## src/rtl/seq_fetch_unit.sv

```systemverilog
// Instruction fetch front-end: streams wide SRAM words into a small FIFO and
// hands them out one INST_W slice at a time with its PC, with redirect and halt.
module seq_fetch_unit #(
  parameter int              MEM_W    = 256,
  parameter int              INST_W   = 32,
  parameter int              ADDR_W   = 14,
  parameter int              PC_W     = 32,
  parameter int              DEPTH    = 4,
  parameter logic [PC_W-1:0] RESET_PC = '0
) (
  input  logic                        i_clk,
  input  logic                        i_rst,
  input  logic                        i_purge,
  input  logic [PC_W-1:0]             i_purge_pc,
  input  logic                        i_halt,
  output logic [ADDR_W-1:0]           o_raddri,
  output logic                        o_rcebi,
  input  logic [MEM_W-1:0]            i_qi,
  output logic                        o_inst_valid,
  input  logic                        i_inst_ready,
  output logic [INST_W-1:0]           o_inst,
  output logic [PC_W-1:0]             o_inst_pc,
  output logic [$clog2(DEPTH):0]      o_level
);

  localparam int SLOTS  = MEM_W / INST_W;
  localparam int SLOT_W = $clog2(SLOTS);
  localparam int PTR_W  = $clog2(DEPTH);
  localparam int LVL_W  = PTR_W + 1;

  logic [ADDR_W-1:0] r_addr;
  logic              r_inflight;
  logic [MEM_W-1:0]  r_mem [DEPTH];
  logic [PTR_W-1:0]  r_wptr;
  logic [PTR_W-1:0]  r_rptr;
  logic [LVL_W-1:0]  r_level;
  logic [PC_W-1:0]   r_inst_pc;

  logic [LVL_W:0]    w_occupancy;
  logic              w_issue;
  logic              w_valid;
  logic              w_xfer;
  logic              w_pop;
  logic              w_push;
  logic [SLOT_W-1:0] w_slot;
  logic [MEM_W-1:0]  w_head;
  logic [INST_W-1:0] w_inst;

  // A read in flight already owns a FIFO entry, so issuing is credit-limited.
  assign w_occupancy = {1'b0, r_level} + {{LVL_W{1'b0}}, r_inflight};
  assign w_issue     = !i_rst && !i_purge && !i_halt &&
                       (w_occupancy < (LVL_W+1)'(DEPTH));

  assign w_valid = (r_level != '0) && !i_purge && !i_rst;
  assign w_xfer  = w_valid && i_inst_ready;

  // The slot tracks the low PC bits exactly, so it is taken from the PC itself.
  assign w_slot  = r_inst_pc[SLOT_W-1:0];
  assign w_pop   = w_xfer && (&w_slot);
  assign w_push  = r_inflight;
  assign w_head  = r_mem[r_rptr];
  assign w_inst  = w_head[w_slot*INST_W +: INST_W];

  assign o_rcebi      = !w_issue;
  assign o_raddri     = i_rst ? '0 : r_addr;
  assign o_inst_valid = w_valid;
  assign o_inst       = (i_rst || r_level == '0) ? '0 : w_inst;
  assign o_inst_pc    = i_rst ? RESET_PC : r_inst_pc;
  assign o_level      = i_rst ? '0 : r_level;

  // NOTE: sequential state uses non-blocking assignments so every register
  // samples pre-edge values regardless of statement order.
  always_ff @(posedge i_clk) begin
    if (i_rst) begin
      r_addr     <= '0;
      r_inflight <= 1'b0;
      r_wptr     <= '0;
      r_rptr     <= '0;
      r_level    <= '0;
      r_inst_pc  <= RESET_PC;
    end else if (i_purge) begin
      r_addr     <= ADDR_W'(i_purge_pc >> SLOT_W);
      r_inflight <= 1'b0;
      r_wptr     <= '0;
      r_rptr     <= '0;
      r_level    <= '0;
      r_inst_pc  <= i_purge_pc;
    end else begin
      r_inflight <= w_issue;
      if (w_issue) r_addr    <= r_addr + 1'b1;
      if (w_push)  r_wptr    <= r_wptr + 1'b1;
      if (w_pop)   r_rptr    <= r_rptr + 1'b1;
      if (w_xfer)  r_inst_pc <= r_inst_pc + 1'b1;
      case ({w_push, w_pop})
        2'b10:   r_level <= r_level + 1'b1;
        2'b01:   r_level <= r_level - 1'b1;
        default: r_level <= r_level;
      endcase
    end
  end

  // NOTE: the word storage has no reset; entries are only read while r_level
  // says they hold data, so clearing the pointers is enough.
  always_ff @(posedge i_clk) begin
    if (!i_rst && !i_purge && w_push) r_mem[r_wptr] <= i_qi;
  end

endmodule

```

## config.mk

```make
export PLATFORM = sky130hd
export DESIGN_NAME = seq_fetch_unit
export DESIGN_NICKNAME = d
export VERILOG_FILES = /design/src/rtl/seq_fetch_unit.sv
export SDC_FILE = /design/constraint.sdc
export NUM_CORES = 1
export LEC_CHECK = 0
export ABC_AREA = 0
export BUFFER_PORTS_ARGS = -buffer_cell sky130_fd_sc_hd__buf_2
export CAP_MARGIN = 20
export CORE_ASPECT_RATIO = 1.5
export CORE_MARGIN = 1.5
export CORE_UTILIZATION = 55
export DETAILED_ROUTE_END_ITERATION = 7
export PLACE_DENSITY = 0.75
export SKIP_LAST_GASP = 1
export SYNTH_ARGS = -nofsm -noshare
export SYNTH_HDL_FRONTEND = slang
export SYNTH_SLANG_ARGS = --single-unit
```

## constraint.sdc

```tcl
create_clock -name i_clk -period 15.1 [get_ports i_clk]
set_clock_uncertainty 0.2 [all_clocks]
set_input_delay 3.02 -clock i_clk [delete_from_list [all_inputs] [get_ports i_clk]]
set_output_delay 3.02 -clock i_clk [all_outputs]
set_load 0.05 [all_outputs]
```

==> results.md <==
- CTS tree: yes
- Simple-Gate Fraction of Synth Area: 3.12%
- PortBufs: 375
- Synthesized flop and latch total: 1,080
- Sw power: 1210 uW
- Initial DRC count: 2,032
- Mux cell area share after synthesis: 14.6%
- Core area: 75,900 um^2
- Final setup fails: 0
- IO Pins: 376
- GRT Total Usage: 25.8%
- Post-CTS setup repair buffer count: 0
- Nets: 2,710
- Outcome: finished clean
- Starting Density: 55.4%
- Synth Cell Area: 42,000 um^2
- Part of the power in combinational logic: 3.4%
- Post-synthesis xor/xnor area fraction: 0.604%
- Worst path arrival time: 4.60 ns
- Minimum clock period after layout: 7.82 ns
- Initial antenna violation count: 51
- Final wirelength: 100,000 um
- Synth Instances: 2,016
- Vias in the first global route: 22.6k
- HP Class: flop to flop
- Synth unique cells: 60
- GP Congestion: 0.902
- Synth Area in Compound Gates: 3.96%
- Drt first pass iters: 5
- RSZ-0062 raised after global routing: no
- Clock Sinks: 1,080
- Max Transition Viols Final: 0
- Synth Warn #: 0
- Post-synth net total: 2,318
- Async set-reset flop share out of synthesis: 0%
- Sequential cell fraction of total power: 55.4%
- Post-CTS sizing: 0
- Clock transition at the registers of the reported paths: 0.06 ns
- Crit. End Element: output pin
- Area after DPL: 44,900 um^2
- Global route overflow: 0
- Post-synth EDFFs: 1,024
- Most used DFF post-synth: edfxtp_1
- Maximum achievable frequency: 0.128 GHz
- H-tree Lvls: 3
- Max clock buf depth: 3
- Total power: 5970 uW
- Setup Crit Path Kind: primary input to output pin
- Slew headroom: 19.4%
- Post-CTS Hold Fix Bufs: 0
- Worst setup path startpoint: i_rst
- Syn Area/Cell: 20.8 um^2
- Clock power share: 41.2%
- Sw frac: 20.3%
- CTS Root Cell: clkbuf_16
- Vias: 21.9k
- Register-to-Register Path Depth: 3
- Internal power: 4750 uW
- Number of routed nets with antenna violations: 0
- Hold Path Origin: r_addr[12]
- Design area: 48,200 um^2
- Max FO, Critical Path: 33
- Start of the worst register-to-register path: r_inflight
- Skew-Pair Late Insertion Delay: 0.65 ns
- Worst setup SP type: primary input
- Hold Violations, Final: 0
- Area of the die: 78,100 um^2
- Via-to-Cell Ratio: 6.23
- Final Cycle Share: 51.8%
- Die H: 342 um
- Largest net degree at the start of global routing: 147
- First-pass GRT wire length: 147,000 um
- Measured slew at the worst slew-check pin: 1.21 ns
- Post-synthesis adder-cell area fraction: 0.286%
- Max cap viols: 0
- DRC: 0
- Cts bufs inserted: 98
- Share of cells above drive strength 1: 33.7%
- PwrDens: 124 nW/um^2
- Largest family of logic cells by synthesized area: multiplexers
- Sequential-to-total area share from yosys stat: 75.9%
- Leak: 0.0154 uW
- P&R area growth vs syn: 14.7%
- DIE WIDTH: 229 um
- Final setup TNS: 0 ns
- Peak supply drop: 0.0981 mV
- Hold path cells: 2
- # rows: 124
- Post-detail-place hpwl: 62,400 um
- DR WL/cell: 28.4 um
- WP data required: 11.88 ns
[critical path, cell delays in order]
cell and delay [ns]:
buf_2 0.13, or2_2 0.29, buf_4 0.32, a211o_1 0.31, a31oi_1 0.20, buf_2 0.31
[path summary, 6_finish.rpt]
kind | to | slack, ns
max | o_inst[11] | 7.28
max reg2reg | r_mem[1][181] | 11.16
min | r_addr[12] | 0.34
min reg2reg | r_addr[12] | 0.34
[cells in the mapped netlist (12+ instances only)]
| cell type | instances | area, um^2 |
|---|---|---|
| mux2i_1 | 33 | 330 |
| nand3_1 | 21 | 105 |
| o22ai_1 | 33 | 206 |
| and3_1 | 12 | 75.1 |
| xor2_1 | 19 | 166 |
| a211o_1 | 32 | 280 |
| nor2_1 | 52 | 195 |
| dfxtp_1 | 56 | 1120 |
| a211oi_1 | 17 | 128 |
| a22oi_1 | 66 | 495 |
| nor2b_1 | 48 | 300 |
| edfxtp_1 | 1024 | 30700 |
| clkbuf_1 | 59 | 221 |
| buf_4 | 22 | 165 |
| nand2_1 | 49 | 184 |
| a21oi_1 | 22 | 110 |
| a31oi_1 | 46 | 288 |
| buf_2 | 24 | 120 |
| mux4_2 | 256 | 5770 |
[cell families after synthesis]
group	Yosys count
AOI/OAI and AO/OA	236
DFF	1080
adders and majority gates	9
buffers and inverters	128
muxes	294
xor gates and xnor gates	29
and+or+nand+nor	240
[area by class of cell]
class / instances / area [um^2]
flip-flops and latches: 1080 / 31900
inverters: 11 / 41.3
diodes: 31 / 77.6
repair buffers: 409 / 2210
clock inverters: 51 / 474
multi-input cells: 808 / 9560
clock buffers: 123 / 2700
fillers: 5105 / 27700
well taps: 1008 / 1260
[power groups by stage]
stage | combinational [uW] | sequential [uW] | clock [uW]
after floorplan | 87.3 | 3370 | 0
after global routing | 214 | 3310 | 2600
after global placement | 191 | 3370 | 0
after detailed placement | 200 | 3370 | 0
after CTS | 200 | 3310 | 2490
final | 200 | 3310 | 2460
[flip-flops by register name, indices dropped and copies added, names as in the netlist, named ones only]
| name | count |
|---|---|
| r_mem | 1024 |
| r_inst_pc | 32 |
| r_addr | 14 |
| r_rptr | 2 |
| r_wptr | 2 |
| r_inflight | 1 |
| r_level | 3 |
[stage by stage]
stage	setup slack [ns]	utilization, %	std cells	hold WS (ns)
5_1_grt	7.16	63.5	3509	0.342
3_5_place_dp	7.30	59.2	3314	0.319
6_report	7.28	63.5	3521	0.337
3_3_place_gp	7.36	59.2	3314	0.301
4_1_cts	7.28	63.4	3488	0.327
2_1_floorplan	5.01	-	2016	0.260
[layout by cell type (no fill, tap or decap), types with 18 or more instances in the layout]
cell type / netlist / layout
a211o_1: 32 / 32
nand2_1: 49 / 49
dfxtp_1: 56 / 52
a22oi_1: 66 / 66
buf_4: 22 / 29
nor2_1: 52 / 50
clkbuf_1: 59 / 18
nor2b_1: 48 / 45
edfxtp_1: 1024 / 1024
xor2_1: 19 / 19
o22ai_1: 33 / 33
clkbuf_16: 0 / 105
clkinv_1: 0 / 19
mux4_2: 256 / 256
a31oi_1: 46 / 46
mux2i_1: 33 / 33
diode_2: 0 / 31
nand3_1: 21 / 21
buf_2: 24 / 375
a21oi_1: 22 / 22
[per-layer routing]
layer / part of all wire [%] / wire (um) / vias to the layer above / global-route usage (%)
met3: 8.6 / 8610 / 202 / 6.10
met5: 0.25 / 246 / - / 0
met4: 3.0 / 2980 / 38 / 10.9
met2: 50 / 50100 / 1009 / 41.4
met1: 38 / 38100 / 11400 / 34.3
li1: - / - / 9263 / -
Power figures use the tool's default switching activity.
